--- src/rtl/camera_pkg.sv ---
// Shared types and helpers for the camera frame-buffer write path.
// Pixel-width decode and the slot geometry derived from it live here.
package camera_pkg;

    localparam int WORD_BITS = 32;

    typedef enum logic [1:0] {
        IDLE,
        ACTIVE,
        FLUSH,
        DONE
    } writer_state_t;

    // 16 does not fit the 4-bit width field, so it arrives as its low nibble, 4'd0.
    typedef enum logic [3:0] {
        PW_16 = 4'd0,
        PW_4  = 4'd4,
        PW_8  = 4'd8
    } pixel_width_t;

    function automatic pixel_width_t decode_width(input logic [3:0] code);
        case (code)
            4'd0:    return PW_16;
            4'd4:    return PW_4;
            default: return PW_8;
        endcase
    endfunction

    function automatic logic [5:0] width_bits(input pixel_width_t w);
        case (w)
            PW_16:   return 6'd16;
            PW_4:    return 6'd4;
            default: return 6'd8;
        endcase
    endfunction

    function automatic logic [3:0] width_slots(input pixel_width_t w);
        case (w)
            PW_16:   return 4'd2;
            PW_4:    return 4'd8;
            default: return 4'd4;
        endcase
    endfunction

endpackage

--- src/rtl/camera_buffer_writer_pixel_packer.sv ---
// Accumulates pixels MSB-slot first into a 32-bit word and reports a word
// when it fills, or when a flush finds a partially filled word.
module pixel_packer
    import camera_pkg::*;
(
    input  logic                 clock_spi_in,
    input  logic                 reset_sync_n,
    input  logic                 clear_in,
    input  logic                 push_in,
    input  logic                 flush_in,
    input  pixel_width_t         width_in,
    input  logic [9:0]           rgb10_in,
    input  logic [7:0]           rgb8_in,
    input  logic [3:0]           gray4_in,
    output logic                 emit_out,
    output logic [WORD_BITS-1:0] word_out
);

    logic [WORD_BITS-1:0] acc_q, acc_d;
    logic [3:0]           slot_cnt_q, slot_cnt_d;

    logic [WORD_BITS-1:0] acc_base, acc_shift, slot_val;
    logic [3:0]           cnt_base, cnt_inc, slots;
    logic [5:0]           bits, pad_bits;

    always_comb begin
        bits     = width_bits(width_in);
        slots    = width_slots(width_in);
        acc_base = clear_in ? '0 : acc_q;
        cnt_base = clear_in ? '0 : slot_cnt_q;

        case (width_in)
            PW_16:   slot_val = {16'b0, rgb10_in, 6'b0};
            PW_4:    slot_val = {28'b0, gray4_in};
            default: slot_val = {24'b0, rgb8_in};
        endcase

        acc_shift = (acc_base << bits) | slot_val;
        cnt_inc   = cnt_base + 4'd1;
        // Left-align a partial word so the unfilled LS slots read as zero.
        pad_bits  = 6'(WORD_BITS) - bits * {2'b0, cnt_base};

        acc_d      = acc_base;
        slot_cnt_d = cnt_base;
        emit_out   = 1'b0;
        word_out   = '0;

        if (push_in) begin
            if (cnt_inc == slots) begin
                emit_out   = 1'b1;
                word_out   = acc_shift;
                acc_d      = '0;
                slot_cnt_d = '0;
            end else begin
                acc_d      = acc_shift;
                slot_cnt_d = cnt_inc;
            end
        end else if (flush_in && (cnt_base != 4'd0)) begin
            emit_out   = 1'b1;
            word_out   = acc_base << pad_bits;
            acc_d      = '0;
            slot_cnt_d = '0;
        end
    end

    always_ff @(posedge clock_spi_in or negedge reset_sync_n) begin
        if (!reset_sync_n) begin
            acc_q      <= '0;
            slot_cnt_q <= '0;
        end else begin
            acc_q      <= acc_d;
            slot_cnt_q <= slot_cnt_d;
        end
    end

endmodule

--- src/rtl/camera_buffer_writer.sv ---
// Write end of the camera frame buffer: frame FSM, word addressing, fill
// count with saturation, overflow flag and the registered RAM write port.
module camera_buffer_writer
    import camera_pkg::*;
#(
    parameter int ADDRESS_WIDTH = 14
) (
    input  logic                     clock_spi_in,
    input  logic                     reset_sync_n,
    input  logic [9:0]               rgb10_in,
    input  logic [7:0]               rgb8_in,
    input  logic [3:0]               gray4_in,
    input  logic [3:0]               pixel_width_in,
    input  logic                     write_enable_in,
    input  logic                     frame_valid_in,
    output logic                     write_enable_out,
    output logic [WORD_BITS-1:0]     pixel_data_out,
    output logic [ADDRESS_WIDTH-1:0] address_out,
    output logic [ADDRESS_WIDTH:0]   words_written_out,
    output logic                     frame_done_out,
    output logic                     overflow_out
);

    // Count tops out at the buffer depth; the MSB alone marks a full buffer.
    function automatic logic [ADDRESS_WIDTH:0] sat_inc(input logic [ADDRESS_WIDTH:0] c);
        return c[ADDRESS_WIDTH] ? c : c + {{ADDRESS_WIDTH{1'b0}}, 1'b1};
    endfunction

    writer_state_t              state_q, state_d;
    pixel_width_t               width_q, width_d;
    logic                       write_enable_q, write_enable_d;
    logic [WORD_BITS-1:0]       pixel_data_q, pixel_data_d;
    logic [ADDRESS_WIDTH-1:0]   address_q, address_d;
    logic [ADDRESS_WIDTH:0]     words_written_q, words_written_d;
    logic                       frame_done_q, frame_done_d;
    logic                       overflow_q, overflow_d;

    logic                       start, push, flush, emit;
    pixel_width_t               width_sel;
    logic [WORD_BITS-1:0]       packed_word;
    logic [ADDRESS_WIDTH:0]     count_base;

    // The start cycle packs with the freshly decoded width, not the stale latch.
    assign start     = (state_q == IDLE) && frame_valid_in;
    assign width_sel = start ? decode_width(pixel_width_in) : width_q;
    assign push      = write_enable_in && frame_valid_in && (start || (state_q == ACTIVE));
    assign flush     = (state_q == FLUSH);

    pixel_packer u_packer (
        .clock_spi_in (clock_spi_in),
        .reset_sync_n (reset_sync_n),
        .clear_in     (start),
        .push_in      (push),
        .flush_in     (flush),
        .width_in     (width_sel),
        .rgb10_in     (rgb10_in),
        .rgb8_in      (rgb8_in),
        .gray4_in     (gray4_in),
        .emit_out     (emit),
        .word_out     (packed_word)
    );

    always_comb begin
        state_d = state_q;
        width_d = width_q;
        case (state_q)
            IDLE: begin
                if (frame_valid_in) begin
                    state_d = ACTIVE;
                    width_d = width_sel;
                end
            end
            ACTIVE:  if (!frame_valid_in) state_d = FLUSH;
            FLUSH:   state_d = DONE;
            DONE:    state_d = IDLE;
            default: state_d = IDLE;
        endcase
    end

    always_comb begin
        count_base      = start ? '0 : words_written_q;
        address_d       = start ? '0 : address_q;
        overflow_d      = start ? 1'b0 : overflow_q;
        words_written_d = count_base;
        write_enable_d  = 1'b0;
        pixel_data_d    = pixel_data_q;
        frame_done_d    = (state_q == DONE);

        // Once the last address has been written, further words are dropped.
        if (emit) begin
            if (count_base[ADDRESS_WIDTH]) begin
                overflow_d = 1'b1;
            end else begin
                write_enable_d  = 1'b1;
                pixel_data_d    = packed_word;
                address_d       = count_base[ADDRESS_WIDTH-1:0];
                words_written_d = sat_inc(count_base);
            end
        end
    end

    always_ff @(posedge clock_spi_in or negedge reset_sync_n) begin
        if (!reset_sync_n) begin
            state_q         <= IDLE;
            width_q         <= PW_8;
            write_enable_q  <= 1'b0;
            pixel_data_q    <= '0;
            address_q       <= '0;
            words_written_q <= '0;
            frame_done_q    <= 1'b0;
            overflow_q      <= 1'b0;
        end else begin
            state_q         <= state_d;
            width_q         <= width_d;
            write_enable_q  <= write_enable_d;
            pixel_data_q    <= pixel_data_d;
            address_q       <= address_d;
            words_written_q <= words_written_d;
            frame_done_q    <= frame_done_d;
            overflow_q      <= overflow_d;
        end
    end

    assign write_enable_out  = write_enable_q;
    assign pixel_data_out    = pixel_data_q;
    assign address_out       = address_q;
    assign words_written_out = words_written_q;
    assign frame_done_out    = frame_done_q;
    assign overflow_out      = overflow_q;

endmodule
--- config.mk ---
export PLATFORM = sky130hd
export DESIGN_NAME = camera_buffer_writer
export DESIGN_NICKNAME = d
export VERILOG_FILES = /design/src/rtl/camera_pkg.sv /design/src/rtl/camera_buffer_writer_pixel_packer.sv /design/src/rtl/camera_buffer_writer.sv
export SDC_FILE = /design/constraint.sdc
export NUM_CORES = 1
export LEC_CHECK = 0
export CAP_MARGIN = 25
export CORE_AREA = 2 2 116 118
export DETAILED_ROUTE_END_ITERATION = 6
export DIE_AREA = 0 0 118 120
export PLACE_DENSITY = 0.8
export SLEW_MARGIN = 10
export SYNTH_ARGS = -nofsm -noshare
export SYNTH_HDL_FRONTEND = slang
export SYNTH_SLANG_ARGS = --single-unit
export TNS_END_PERCENT = 10
--- constraint.sdc ---
create_clock -name clock_spi_in -period 4.25 [get_ports clock_spi_in]
set_clock_uncertainty 0.05 [all_clocks]
set_input_delay 0.425 -clock clock_spi_in [delete_from_list [all_inputs] [get_ports clock_spi_in]]
set_output_delay 0.425 -clock clock_spi_in [all_outputs]
set_load 0.03 [all_outputs]
==> flow_metrics.env <==
export IMPL_crit_fanout=16
export IMPL_yosysWarningCount=0
export IMPL_critPathBufInv=5
export IMPL_slew_headroom_pct=38.5
export IMPL_antenna_cells=0
export IMPL_share_of_async_settable_or_async_resettable_flops_after_synthesis_pct=100
export IMPL_synthDominantAreaCellType="sky130_fd_sc_hd__dfrtp_1"
export IMPL_cts_tree="done"
export IMPL_largest_net_degree_at_the_start_of_global_routing=64
export IMPL_grt_antenna_before_repair=0
export IMPL_num_vias=6706
export IMPL_design_area_sq_mm=0.00818
export IMPL_routedLengthMet1_um=8650
export IMPL_grt_total_usage_pct=31.9
export IMPL_insertion_delay_ns=0.36
export IMPL_first_global_vias=6633
export IMPL_count_of_buffers_from_port_buffering=93
export IMPL_fmaxAchievable_mhz=241
export IMPL_cell_leakage_power_uw=0.00342
export IMPL_dr_wl_met2_um=10400
export IMPL_final_max_slew_violation_count=0
export IMPL_cpPeakStageDelay_ns=0.41
export IMPL_run_status="finished clean"
export IMPL_floorplan_rows=42
export IMPL_boundaryPins=94
export IMPL_layout_cells_most_common_list="sky130_fd_sc_hd__dfrtp_1, sky130_fd_sc_hd__nand2_1, sky130_fd_sc_hd__clkdlybuf4s50_1, sky130_fd_sc_hd__o21ai_0, sky130_fd_sc_hd__buf_4"
export IMPL_global_route_wire_length_before_repair_um=35500
export IMPL_globalRoute_totalOverflow=0
export IMPL_place_hpwl_um=15600
export IMPL_synth_cells=740
export IMPL_drtAntennaViolNets=0
export IMPL_finalWirelength_um=22600
export IMPL_chipHeight_um=120
export IMPL_synth_seq_cells=106
export IMPL_synth_top_cell_area_share_pct=41.2
export IMPL_place_area_sq_mm=0.00773
export IMPL_vdd_drop_max_mv=0.366
export IMPL_min_delay_worst_type="input port to asynchronous set/reset pin"
export IMPL_initialDrtViolationCount=1098
export IMPL_worst_slew_pin_slew_ns=0.919
export IMPL_worst_setup_hold_path_clk_slew_ns=0.07
export IMPL_critical_path_cell_chain="inv_1, ha_4, a2111o_1, o21ai_2, nor2_1, ha_1, ha_1, inv_1, ha_4, inv_1, ha_1, o22a_1, o311ai_4, mux2i_2, buf_4, buf_12, a21oi_1, a221o_1"
export IMPL_flow_area_growth_from_synthesis_pct=28.4
export IMPL_cts_made_buffers=9
export IMPL_cts_num_sinks=106
export IMPL_synth_sequential_area_ratio_pct=41.7
export IMPL_root_buffer="sky130_fd_sc_hd__clkbuf_16"
export IMPL_worst_setup_path_end_kind="flip-flop"
export IMPL_final_period_minus_worst_setup_slack_ns=4.16
export IMPL_detail_route_wl_per_cell_um=22.1
export IMPL_final_hold_violation_count=0
export IMPL_number_of_nets_at_the_end_of_the_flow=889
export IMPL_worst_slack_ns=0.0947
export IMPL_critPathKind="flip-flop to flip-flop"
export IMPL_design_core_area_sq_mm=0.0130
export IMPL_synth_cell_types=59
export IMPL_synth_top_flop_cell="sky130_fd_sc_hd__dfrtp_1"
export IMPL_drt_vias_per_instance=6.56
export IMPL_cp_data_required_time_ns=4.45
export IMPL_finalSetupViolCount=0
export IMPL_detail_route_first_pass_iterations=6
export IMPL_maxUsedRoutingLayer="met4"
export IMPL_remaining_drc_errors=0
export IMPL_top_cells_by_area_in_the_synthesized_netlist="sky130_fd_sc_hd__dfrtp_1, sky130_fd_sc_hd__nand2_1, sky130_fd_sc_hd__o21ai_0"
export IMPL_fraction_of_final_layout_cells_sized_beyond_drive_strength_1_pct=11.0
export IMPL_worst_setup_path_start_kind="flip-flop"
export IMPL_cts_path_max_buffers=2
export IMPL_post_synth_edffs=0
export IMPL_cts_hold_buf=0
export IMPL_met3RoutedLength_um=2290
export IMPL_power_total_uw=5850
export IMPL_layout_commonest_cell="sky130_fd_sc_hd__dfrtp_1"
export IMPL_die_area_sq_mm=0.0142
export IMPL_path_delay_family="compound AO/OA/AOI/OAI gates"
export IMPL_p_per_area_mw_per_mm2=715
export IMPL_mappedNetlistArea_sq_mm=0.00637
export IMPL_gp_congestion=1.05
export IMPL_placement_setup_worst_slack_ns=-0.261
export IMPL_cts_max_level=3
export IMPL_die_width_um=118
export IMPL_syn_avg_cell_area_sq_um=8.61
export IMPL_layout_worst_path_cycle_share_pct=97.8
export IMPL_mappedNetlistNets=786
export IMPL_crit_slowest_cell="sky130_fd_sc_hd__a2111o_1"
export IMPL_drv_max_cap_violation_count=0
export IMPL_cp_arrival_ns=4.35
export IMPL_start_util_pct=49.1
-- layer usage --
metal	track usage, %	up-vias
li1	-	2952
met1	39.9	3191
met2	49.9	459
met3	8.37	104
met4	18.5	0
met5	0	-
-- area by class of cell --
cell class | instances | area [sq um]
fillers | 1128 | 4800
multi-input cells | 555 | 3510
flip-flops and latches | 106 | 2650
repair buffers | 152 | 1430
clock buffers | 10 | 229
well taps | 176 | 220
inverters | 19 | 71.3
clock inverters | 5 | 63.8
-- power breakdown --
part | switching (uW) | total [uW] | leakage [uW] | internal, uW
Sequential | 334 | 1640 | 0.00145 | 1310
Combinational | 2030 | 3360 | 0.00183 | 1330
Clock | 399 | 858 | 0.000139 | 459
-- path summary, 6_finish.rpt --
path,cells past startpoint,startpoint,end,slack (ns)
max,18,state_q[0]$_DFFE_PN0P_,pixel_data_out[24]$_DFFE_PN0P_,0.09
min,2,reset_sync_n,width_q[1]$_DFFE_PN0P_,0.10
max reg2reg,18,state_q[0]$_DFFE_PN0P_,pixel_data_out[24]$_DFFE_PN0P_,0.09
min reg2reg,2,overflow_out$_DFF_PN0_,overflow_out$_DFF_PN0_,0.45
max in group asynchronous,2,reset_sync_n,words_written_out[0]$_DFF_PN0_,3.41
min in group clock_spi_in,2,overflow_out$_DFF_PN0_,overflow_out$_DFF_PN0_,0.45
-- through the flow --
| step | hold WS, ns | std cells | TNS, ns | utilization [%] |
|---|---|---|---|---|
| 3_3_place_gp | 0.427 | 1000 | -1.17 | 59.5 |
| 6_report | 0.104 | 1023 | 0 | 63.0 |
| 2_1_floorplan | 0.0794 | 740 | 0 | - |
| 3_5_place_dp | 0.439 | 1001 | -3.76 | 59.6 |
| 5_1_grt | 0.136 | 1023 | -0.0414 | 63.0 |
| 4_1_cts | 0.117 | 1017 | -0.00263 | 62.0 |
-- cell families (layout without fill, tap and decap cells) --
| kind of cell | after synthesis | in the layout | synth area share (%) |
|---|---|---|---|
| AO/OA/AOI/OAI | 259 | 259 | 28.1 |
| XOR/XNOR | 10 | 10 | 1.38 |
| adder cells (fa/ha/maj) | 16 | 16 | 3.14 |
| buffers and inverters | 79 | 186 | 5.15 |
| flip-flops | 106 | 106 | 41.7 |
| multiplexers | 17 | 17 | 2.71 |
| AND/OR/NAND/NOR | 253 | 253 | 17.9 |
-- cell usage after synthesis, types with 14 or more instances --
cell / instances
sky130_fd_sc_hd__mux2i_1: 15
sky130_fd_sc_hd__a221o_1: 14
sky130_fd_sc_hd__o21ai_0: 62
sky130_fd_sc_hd__o22ai_1: 18
sky130_fd_sc_hd__nand2_1: 99
sky130_fd_sc_hd__clkbuf_1: 41
sky130_fd_sc_hd__a22o_1: 14
sky130_fd_sc_hd__nand3_1: 44
sky130_fd_sc_hd__ha_1: 16
sky130_fd_sc_hd__inv_1: 19
sky130_fd_sc_hd__dfrtp_1: 105
sky130_fd_sc_hd__nor2_1: 55
sky130_fd_sc_hd__a21oi_1: 47
sky130_fd_sc_hd__a22oi_1: 20
-- sequential cells by signal, summed over array words and instances (netlist names), 2 cells and up --
signal,cells
address_out,14
pixel_data_out,32
state_q,2
u_packer.acc_q,32
u_packer.slot_cnt_q,4
width_q,4
words_written_out,15
-- timing repair --
action,in CTS,in global routing
buffers inserted,1,4
gates resized for setup,1,11
setup endpoints to repair,17,31
pin swaps,0,3
gates cloned,0,1
Power figures use the tool's default switching activity.
